[config.mk]
export PLATFORM = sky130hd
export DESIGN_NAME = stress_load_gen
export DESIGN_NICKNAME = d
export VERILOG_FILES = /design/src/rtl/stress_pkg.sv /design/src/rtl/stress_lane.sv /design/src/rtl/stress_load_gen.sv
export SDC_FILE = /design/constraint.sdc
export NUM_CORES = 2
export LEC_CHECK = 0
export BUFFER_PORTS_ARGS = -buffer_cell sky130_fd_sc_hd__clkbuf_2
export CAP_MARGIN = 40
export CORE_MARGIN = 1.5
export CORE_UTILIZATION = 55
export DETAILED_ROUTE_END_ITERATION = 8
export PLACE_DENSITY = 0.71
export SETUP_SLACK_MARGIN = 0.3
export SYNTH_ARGS = -nofsm -noshare
export SYNTH_HDL_FRONTEND = slang
export SYNTH_HIERARCHICAL = 1
export SYNTH_SLANG_ARGS = --single-unit
[constraint.sdc]
create_clock -name clk -period 7.8 [get_ports clk]
set_input_delay 0.39 -clock clk [delete_from_list [all_inputs] [get_ports clk]]
set_output_delay 0.39 -clock clk [all_outputs]
set_load 0.005 [all_outputs]
[src/rtl/stress_pkg.sv]
// Shared types and LFSR tap table for the stress load generator.
package stress_pkg;

    typedef enum logic [1:0] {
        MODE_OFF   = 2'd0,
        MODE_CONT  = 2'd1,
        MODE_BURST = 2'd2,
        MODE_SWEEP = 2'd3
    } mode_t;

    typedef enum logic [2:0] {
        ST_IDLE,
        ST_RUN,
        ST_B_ON,
        ST_B_OFF,
        ST_SWEEP
    } state_t;

    // Maximal-length Galois taps for the supported lane widths.
    function automatic logic [63:0] lfsr_taps(input int width);
        case (width)
            8:       return 64'h0000_0000_0000_00B8;
            16:      return 64'h0000_0000_0000_B400;
            32:      return 64'h0000_0000_A300_0000;
            default: return 64'hD800_0000_0000_0000;
        endcase
    endfunction

endpackage

[src/rtl/stress_lane.sv]
// One load lane: a Galois LFSR feeding a wrapping accumulator, advanced on step.
module stress_lane
    import stress_pkg::*;
#(
    parameter int W = 32
) (
    input  logic         clk,
    input  logic         resetn,
    input  logic         step,
    input  logic [W-1:0] seed,
    output logic [W-1:0] acc
);

    localparam logic [63:0]  TAPS64 = lfsr_taps(W);
    localparam logic [W-1:0] TAPS   = TAPS64[W-1:0];

    logic [W-1:0] r_lfsr;
    logic [W-1:0] r_acc;

    always_ff @(posedge clk) begin
        if (!resetn) begin
            r_lfsr <= seed;
            r_acc  <= '0;
        end else if (step) begin
            r_acc  <= r_acc + r_lfsr;
            r_lfsr <= (r_lfsr >> 1) ^ (r_lfsr[0] ? TAPS : '0);
        end
    end

    assign acc = r_acc;

endmodule

[src/rtl/stress_load_gen.sv]
// Multi-lane switching-load generator: mode FSM, clock-enable prescaler,
// burst/sweep timing and an XOR fold of every accumulator onto one pin.
module stress_load_gen
    import stress_pkg::*;
#(
    parameter int LANES       = 8,
    parameter int LANE_WIDTH  = 32,
    parameter int DIV_WIDTH   = 24,
    parameter int BURST_WIDTH = 16,
    parameter int SEED_BASE   = 1
) (
    input  logic                         clk,
    input  logic                         resetn,
    input  logic                         enable,
    input  logic [1:0]                   mode,
    input  logic [DIV_WIDTH-1:0]         div_sel,
    input  logic [BURST_WIDTH-1:0]       burst_on,
    input  logic [BURST_WIDTH-1:0]       burst_off,
    input  logic [LANES-1:0]             lane_mask,
    output logic                         out,
    output logic                         active,
    output logic [$clog2(LANES+1)-1:0]   level
);

    localparam int               LVL_W    = $clog2(LANES + 1);
    localparam logic [LVL_W-1:0] LVL_FULL = LVL_W'(LANES);
    localparam logic [LVL_W-1:0] LVL_ONE  = LVL_W'(1);

    state_t                 r_state, w_state_nxt;
    logic [LVL_W-1:0]       r_level, w_level_nxt;
    logic [BURST_WIDTH-1:0] r_bcnt, w_bcnt_nxt;
    logic [DIV_WIDTH-1:0]   r_pcnt;
    logic                   r_active, r_out;
    logic                   w_active_nxt, w_exit, w_tick, w_pclr, w_xor;
    mode_t                  w_mode, w_state_mode;
    logic [LANES-1:0]       w_step;
    logic [LANE_WIDTH-1:0]  w_acc [LANES];

    assign w_mode = mode_t'(mode);

    // Each running state belongs to one mode; any disagreement forces a pass through IDLE.
    always_comb begin
        w_state_mode = MODE_OFF;
        case (r_state)
            ST_RUN:             w_state_mode = MODE_CONT;
            ST_B_ON, ST_B_OFF:  w_state_mode = MODE_BURST;
            ST_SWEEP:           w_state_mode = MODE_SWEEP;
            default:            w_state_mode = MODE_OFF;
        endcase
    end

    assign w_exit = (r_state != ST_IDLE) && (!enable || (w_mode != w_state_mode));

    always_comb begin
        w_state_nxt = r_state;
        w_level_nxt = r_level;
        w_bcnt_nxt  = r_bcnt;
        if (w_exit) begin
            w_state_nxt = ST_IDLE;
            w_level_nxt = '0;
            w_bcnt_nxt  = '0;
        end else begin
            case (r_state)
                ST_IDLE: begin
                    if (enable) begin
                        case (w_mode)
                            MODE_CONT:  begin w_state_nxt = ST_RUN;   w_level_nxt = LVL_FULL; end
                            MODE_BURST: begin w_state_nxt = ST_B_ON;  w_level_nxt = LVL_FULL; end
                            MODE_SWEEP: begin w_state_nxt = ST_SWEEP; w_level_nxt = LVL_ONE;  end
                            default:    w_state_nxt = ST_IDLE;
                        endcase
                    end
                end
                ST_B_ON: begin
                    if (r_bcnt == burst_on) begin
                        w_state_nxt = ST_B_OFF;
                        w_level_nxt = '0;
                        w_bcnt_nxt  = '0;
                    end else begin
                        w_bcnt_nxt  = r_bcnt + BURST_WIDTH'(1);
                    end
                end
                ST_B_OFF: begin
                    if (r_bcnt == burst_off) begin
                        w_state_nxt = ST_B_ON;
                        w_level_nxt = LVL_FULL;
                        w_bcnt_nxt  = '0;
                    end else begin
                        w_bcnt_nxt  = r_bcnt + BURST_WIDTH'(1);
                    end
                end
                ST_SWEEP: begin
                    if (r_bcnt == burst_on) begin
                        w_level_nxt = (r_level == LVL_FULL) ? LVL_ONE : r_level + LVL_W'(1);
                        w_bcnt_nxt  = '0;
                    end else begin
                        w_bcnt_nxt  = r_bcnt + BURST_WIDTH'(1);
                    end
                end
                default: ;
            endcase
        end
    end

    assign w_active_nxt = (w_state_nxt == ST_RUN) || (w_state_nxt == ST_B_ON) ||
                          (w_state_nxt == ST_SWEEP);

    always_ff @(posedge clk) begin
        if (!resetn) begin
            r_state  <= ST_IDLE;
            r_level  <= '0;
            r_bcnt   <= '0;
            r_active <= 1'b0;
        end else begin
            r_state  <= w_state_nxt;
            r_level  <= w_level_nxt;
            r_bcnt   <= w_bcnt_nxt;
            r_active <= w_active_nxt;
        end
    end

    // Clearing on both sides of IDLE/B_OFF makes every ON segment start from count 0.
    assign w_tick = (r_pcnt == div_sel);
    assign w_pclr = (r_state == ST_IDLE) || (r_state == ST_B_OFF) ||
                    (w_state_nxt == ST_IDLE) || (w_state_nxt == ST_B_OFF);

    always_ff @(posedge clk) begin
        if (!resetn || w_pclr || w_tick) begin
            r_pcnt <= '0;
        end else begin
            r_pcnt <= r_pcnt + DIV_WIDTH'(1);
        end
    end

    for (genvar i = 0; i < LANES; i++) begin : g_lane
        assign w_step[i] = r_active & w_tick & lane_mask[i] & (LVL_W'(i) < r_level);

        stress_lane #(.W(LANE_WIDTH)) u_lane (
            .clk    (clk),
            .resetn (resetn),
            .step   (w_step[i]),
            .seed   (LANE_WIDTH'(SEED_BASE + i)),
            .acc    (w_acc[i])
        );
    end

    always_comb begin
        w_xor = 1'b0;
        for (int k = 0; k < LANES; k++) begin
            w_xor = w_xor ^ (^w_acc[k]);
        end
    end

    always_ff @(posedge clk) begin
        if (!resetn) begin
            r_out <= 1'b0;
        end else begin
            r_out <= w_xor;
        end
    end

    assign out    = r_out;
    assign active = r_active;
    assign level  = r_level;

endmodule

**After elaboration in Yosys (flattened, before gate mapping)**

Cells that the tools add are included.

- Register bits after elaboration: 561
- Input port bits: 69
- Output and inout port bits: 6
- Logic and storage cells: 149

- Add/sub/neg operators: 11
- $lt $le $gt $ge: 8
- Equal/unequal tests: 21
- Mux-type cells: 25
- Bitwise operators: 33
- Reductions and logical operators: 29

Operator list:

| kind | number |
|---|---|
| $add 32x32->32 | 8 |
| $mux 32 | 8 |
| $reduce_xor 32->1 | 8 |
| $xor 31x32->32 | 8 |
| $eq 16x16->1 | 2 |
| $mux 16 | 2 |
| $pmux 16 s2 | 1 |
| $add 24x1->24 const B | 1 |
| $eq 24x24->1 | 1 |
| $mux 4 | 5 |
| $pmux 3 s3 | 2 |
| $and 1x1->1 | 17 |
| $add 16x1->16 const B | 1 |
| $lt 3x4->1 const A | 4 |
| $pmux 4 s4 | 1 |
| $eq 3x2->1 const B | 4 |
| $mux 3 | 4 |
| $logic_or 1x1->1 | 8 |
| $lt 1x4->1 const A | 2 |
| $lt 2x4->1 const A | 2 |
| $ne 2x2->1 const B | 4 |
| $pmux 4 s2 | 1 |
| $reduce_or 2->1 | 4 |
| $xor 1x1->1 | 7 |
| 17 further kinds | 22 |

**Depth between registers and ports, before layout**

- Depth after elaboration: 12
- Depth in mapped cells: 11
- Mapped depth without buffers: 11

**Cells and area by module**

The synthesis kept the hierarchy.

By module, submodules not included:

| module | times used | cells each | area an instance (sq um) | sequential area each (sq um) |
|---|---|---|---|---|
| stress_lane (g_lane[0].u_lane ...) | 6 | 421 | 4,262.8 | 1,601.5 |
| stress_lane (g_lane[6].u_lane ...) | 2 | 424 | 4,140.2 | 1,601.5 |
| stress_load_gen | 1 | 620 | 5,185.0 | 980.9 |

**Least setup slack after synthesis**

Ideal clock, no wire load.

- Path type: in2reg
- Start: in div_sel[1]
- End: reg g_lane[6].u_lane.r_lfsr[0] (enable)
- Setup time: 387 ps
- Arrival: 2,671 ps
- Data required time: 7,413 ps
- Path slack: 4,742 ps
- Cell stages on the path: 10
- Path buffers: 2
- Cells stage by stage: xor2_1 nor4_1 nand4_1 nor3_1 nand2_1 nor3b_1 nor2b_1 clkbuf_1 clkbuf_1 inv_1

- Cells in the longest elaborated chain, start to end: 4

RTL lines:

| element | RTL line | RTL |
|---|---|---|
| start, declared | stress_load_gen.sv:16 | `input logic [DIV_WIDTH-1:0] div_sel,` |
| $eq 24x24->1 | stress_load_gen.sv:123 | `assign w_tick = (r_pcnt == div_sel);` |
| $and 1x1->1 (3 in series) | stress_load_gen.sv:136 | `assign w_step[i] = r_active & w_tick & lane_mask[i] & (LVL_W'(i) < r_level);` |
| via w_step[6] | stress_load_gen.sv:36 | `logic [LANES-1:0] w_step;` |
| end signal, assigned | stress_lane.sv:26 | `r_lfsr <= (r_lfsr >> 1) ^ (r_lfsr[0] ? TAPS : '0);` |
| end, declared | stress_lane.sv:17 | `logic [W-1:0] r_lfsr;` |

The timed path passes the listed nets, and every way through them passes these cells.
A chain may end at the register's enable or synchronous reset.

**Final worst setup path**

- Start: reg r_pcnt[5]
- End: reg g_lane[5].u_lane.r_lfsr[13] (enable)

- Cells in the longest elaborated chain, start to end: 4

RTL lines:

| element | RTL line | RTL |
|---|---|---|
| start, declared | stress_load_gen.sv:32 | `logic [DIV_WIDTH-1:0] r_pcnt;` |
| start signal, assigned | stress_load_gen.sv:131 | `r_pcnt <= r_pcnt + DIV_WIDTH'(1);` |
| $eq 24x24->1 | stress_load_gen.sv:123 |  |
| $and 1x1->1 (3 in series) | stress_load_gen.sv:136 |  |
| via w_step[5] | stress_load_gen.sv:36 |  |
| end signal, assigned | stress_lane.sv:26 |  |
| end, declared | stress_lane.sv:17 |  |

The timed path passes the listed nets, and every way through them passes these cells.

==> metrics.txt <==
# TYPE chip_impl_metric gauge
chip_impl_metric{name="synthDistinctLibCells",unit=""} 78
chip_impl_metric{name="fin_worst_skew",unit="ns"} 0.0182
chip_impl_metric{name="postSynthRegisterBits",unit=""} 561
chip_impl_metric{name="post_synth_instance_area",unit="um2"} 39000
chip_impl_metric{name="use_met3",unit="%"} 2.92
chip_impl_metric{name="cts-resized-gates",unit=""} 0
chip_impl_metric{name="cts.sinks",unit=""} 561
chip_impl_metric{name="grt_start_max_net_pins",unit=""} 160
chip_impl_metric{name="grt_usage",unit="%"} 22.1
chip_impl_metric{name="row_count",unit=""} 97
chip_impl_metric{name="first_global_vias",unit=""} 28400
chip_impl_info{name="run_status",value="completed"} 1
chip_impl_metric{name="vdd.ir_drop.worst",unit="mV"} 0.187
chip_impl_metric{name="detail_route.wl_per_cell",unit="um"} 15.5
chip_impl_metric{name="portBuffers",unit=""} 74
chip_impl_metric{name="ioPinCount",unit=""} 75
chip_impl_metric{name="maximum_clock_path_buffer_count",unit=""} 3
chip_impl_metric{name="detail_route.vias_per_cell",unit=""} 5.56
chip_impl_metric{name="number_of_antenna_violations_at_the_first_check_in_global_routing",unit=""} 3
chip_impl_metric{name="grtUsageMet1",unit="%"} 30.1
chip_impl_metric{name="async_flop_share",unit="%"} 0
chip_impl_metric{name="drt_first_iter_violations",unit=""} 1446
chip_impl_metric{name="post_route_cells_drive_above_1_share",unit="%"} 12.2
chip_impl_metric{name="cts.reportedPaths.clkPinSlew",unit="ns"} 0.05
chip_impl_metric{name="area.growth.synth_to_final",unit="%"} 10.7
chip_impl_info{name="min_delay_worst_endpoint",value="r_state[2]$_SDFF_PN0_"} 1
chip_impl_metric{name="finalInstanceArea",unit="um2"} 43200
chip_impl_metric{name="dr.pass1.iters",unit=""} 5
chip_impl_metric{name="global_route.overflow_total",unit=""} 0
chip_impl_metric{name="timing.final.max_slew_violations",unit=""} 0
chip_impl_metric{name="worst_r2r_path_depth",unit=""} 10
chip_impl_metric{name="drc",unit=""} 0
chip_impl_metric{name="max_freq",unit="GHz"} 0.239
chip_impl_metric{name="drv.max_cap_violation_count",unit=""} 0
chip_impl_metric{name="post-dp-hpwl",unit="um"} 59000
chip_impl_metric{name="vias",unit=""} 29200
chip_impl_metric{name="pre_cts_ws",unit="ns"} 3.50
chip_impl_info{name="critPathLaunchType",value="flip-flop"} 1
chip_impl_metric{name="maxSlewHeadroom",unit="%"} 43.8
chip_impl_metric{name="postSynthAreaPerCell",unit="um2"} 9.78
chip_impl_metric{name="route.final.wire_length",unit="um"} 81700
chip_impl_info{name="rsz0062_at_grt",value="no"} 1
chip_impl_metric{name="starting_density_of_the_core",unit="%"} 55.7
chip_impl_metric{name="critical_path_required",unit="ns"} 8.06
chip_impl_metric{name="worst_tran_pin_value",unit="ns"} 0.842
chip_impl_metric{name="dieHeight",unit="um"} 269
chip_impl_metric{name="cts_max_level",unit=""} 3
chip_impl_info{name="grt_busiest_layer",value="met2"} 1
chip_impl_metric{name="fillerInstances",unit=""} 6122
chip_impl_metric{name="crit_path_max_fanout",unit=""} 37
chip_impl_metric{name="clock_latency",unit="ns"} 0.60
chip_impl_metric{name="grt_pass1_wl",unit="um"} 137000
chip_impl_metric{name="power-per-cell-area",unit="nW/um2"} 169
chip_impl_metric{name="post_cts_hold_buffer_count",unit=""} 0
chip_impl_metric{name="period_utilization_post_route",unit="%"} 53.6
chip_impl_info{name="critical_path.startpoint",value="r_pcnt[5]$_SDFF_PP0_"} 1
chip_impl_metric{name="core_region_area",unit="um2"} 70100
chip_impl_metric{name="final_hold_viol_count",unit=""} 0
chip_impl_metric{name="finish.net_count",unit=""} 4587
chip_impl_metric{name="accumulated_negative_setup_slack",unit="ns"} 0
chip_impl_info{name="timing_worst_setup_path_type",value="reg2reg"} 1
chip_impl_metric{name="synth_cells",unit=""} 3994
chip_impl_metric{name="final_setup_violation_count",unit=""} 0
chip_impl_metric{name="worst_slack",unit="ns"} 3.62
chip_impl_metric{name="routabilityCongestion",unit=""} 0.920
chip_impl_metric{name="synth_edf_count",unit=""} 256
chip_impl_info{name="ys.flop_type",value="sky130_fd_sc_hd__dfxtp_1"} 1
chip_impl_info{name="hold_path.class",value="in2reg"} 1
chip_impl_metric{name="synth.yosys.seq_area_share",unit="%"} 35.3
chip_impl_metric{name="use_met2",unit="%"} 36.7
chip_impl_metric{name="hold_depth",unit=""} 3
chip_impl_metric{name="place_area",unit="um2"} 40900
chip_impl_metric{name="fin_crit",unit="ns"} 4.18
chip_impl_metric{name="yosys_warnings",unit=""} 6
chip_impl_info{name="min_from",value="enable"} 1
chip_impl_metric{name="tritoncts.num_buffers",unit=""} 69
chip_impl_metric{name="finish.utilization",unit="%"} 61.6
chip_impl_info{name="timing.rr.end",value="g_lane[5].u_lane/r_lfsr[13]$_DFFE_PP_"} 1
chip_impl_metric{name="route.antenna.remaining_nets",unit=""} 0
chip_impl_metric{name="power.static_leakage",unit="nW"} 17.4
chip_impl_info{name="tritoncts",value="done"} 1
chip_impl_metric{name="area_enclosed_by_the_die_boundary",unit="um2"} 72600
chip_impl_metric{name="fp.dieW",unit="um"} 269
chip_impl_metric{name="signal_arrival_time_at_the_worst_endpoint",unit="ns"} 4.44
chip_impl_info{name="crit_end_element",value="flip-flop"} 1
chip_impl_info{name="clock_root_buffer",value="sky130_fd_sc_hd__clkbuf_16"} 1
chip_impl_info{name="reg2reg_start",value="r_pcnt[5]$_SDFF_PP0_"} 1
chip_impl_metric{name="postCtsSetupBuffers",unit=""} 0
chip_impl_metric{name="regToRegSetupSlack",unit="ns"} 3.62
[cell usage after synthesis, types with 130 or more instances]
cell                       instances  share of area (%)
sky130_fd_sc_hd__mux2i_1         145                3.7
sky130_fd_sc_hd__xnor2_1         424                9.5
sky130_fd_sc_hd__xor2_1          130                2.9
sky130_fd_sc_hd__a21oi_1         283                3.6
sky130_fd_sc_hd__nand2_1         273                2.6
sky130_fd_sc_hd__nor2b_1         166                2.7
sky130_fd_sc_hd__ha_1            252                8.1
sky130_fd_sc_hd__mux2_2          233                6.7
sky130_fd_sc_hd__nor2_1          189                1.8
sky130_fd_sc_hd__edfxtp_1        256                 20
sky130_fd_sc_hd__dfxtp_1         305                 16
sky130_fd_sc_hd__o21ai_0         146                1.9
[cells in the final DEF, fill, tap and decap left out, drive strengths merged, types with 20 or more instances in the layout]
cell    count
conb      256
clkinv     21
edfxtp    256
o21bai     32
clkbuf    162
nand2b     43
nor2      189
a21o      126
nor2b     166
and2       34
a31oi      28
and3       39
ha        252
a21boi     43
nor3b      20
nand2     273
nand4      72
nand3      84
o21ai     188
inv        63
mux2      233
mux2i     145
nand3b     21
a211oi     27
xor2      130
o211a      22
xnor2     424
o31ai      24
nor3       63
o21a       38
a21oi     289
dfxtp     305
buf        25
and3b      20
[how the worst max path moves through the flow]
stage / to / slack, ns / depth (start not counted)
floorplan: g_lane[6].u_lane/r_lfsr[0]$_DFFE_PP_ / 4.74 / 10
global placement: g_lane[7].u_lane/acc[16]$_SDFFE_PN0P_ / 3.55 / 10
detailed placement: g_lane[5].u_lane/r_lfsr[6]$_DFFE_PP_ / 3.50 / 11
CTS: g_lane[5].u_lane/r_lfsr[13]$_DFFE_PP_ / 3.62 / 10
global route: g_lane[5].u_lane/r_lfsr[13]$_DFFE_PP_ / 3.36 / 10
finish: g_lane[5].u_lane/r_lfsr[13]$_DFFE_PP_ / 3.62 / 10
[stage by stage]
| stage | hold slack [ns] | cells | power (mW) |
|---|---|---|---|
| after floorplan | 0.447 | 4248 | 3.88 |
| after detailed placement | 0.475 | 5127 | 4.03 |
| after global routing | 0.255 | 5255 | 7.61 |
| after CTS | 0.210 | 5255 | 7.41 |
| final | 0.244 | 5256 | 7.32 |
| after global placement | 0.465 | 5126 | 4.02 |
[layer usage]
| metal | routed length (um) | share of wire, % | vias to the layer above |
|---|---|---|---|
| met3 | 3170 | 3.9 | 118 |
| met1 | 39200 | 48 | 13700 |
| li1 | - | - | 14900 |
| met5 | 27 | 0.033 | - |
| met4 | 1730 | 2.1 | 4 |
| met2 | 37500 | 46 | 516 |
[worst max-delay path: stages, from the launching register on]
cell	delay, ns
sky130_fd_sc_hd__dfxtp_1	0.35
sky130_fd_sc_hd__xor2_1	0.17
sky130_fd_sc_hd__nor4_1	0.31
sky130_fd_sc_hd__nand4_1	0.14
sky130_fd_sc_hd__nor3_1	0.56
sky130_fd_sc_hd__nand2_1	0.38
sky130_fd_sc_hd__nor3b_2	0.25
sky130_fd_sc_hd__buf_4	0.49
sky130_fd_sc_hd__nor2b_1	0.27
sky130_fd_sc_hd__inv_1	0.47
sky130_fd_sc_hd__buf_4	0.39
[power breakdown]
part | internal (mW) | total, mW | switching [mW] | leakage, nW
clock network | 2.06 | 3.34 | 1.28 | 1.15
registers | 3.21 | 3.29 | 0.0802 | 4.96
logic | 0.306 | 0.684 | 0.378 | 11.3
[kinds of logic after synthesis]
family,share of synthesized area [%]
DFF,35.3
and+or+nand+nor,14.5
AOI/OAI and AO/OA,15.9
buffers and inverters,2.94
adders and majority gates,8.49
xor gates and xnor gates,12.4
other,0.0192
muxes,10.4
[flip-flops by register name, indices dropped and copies added, names as in the netlist]
| signal | flops |
|---|---|
| r_state | 3 |
| g_lane.u_lane/r_lfsr | 256 |
| level | 4 |
| g_lane.u_lane/acc | 256 |
| r_bcnt | 16 |
| r_pcnt | 24 |
| out | 1 |
| active | 1 |
[area by class of cell]
class / count / area (um2) / area share [%]
clock inverter: 39 / 473 / 1.09
clock buffer: 89 / 1900 / 4.38
timing repair buffer: 98 / 593 / 1.37
sequential: 561 / 13800 / 31.9
inverter: 60 / 225 / 0.521
multi-input combinational: 3468 / 25100 / 58.0
tap: 940 / 1180 / 2.72
antenna: 1 / 2.50 / 0.00579
Power figures use the tool's default switching activity.
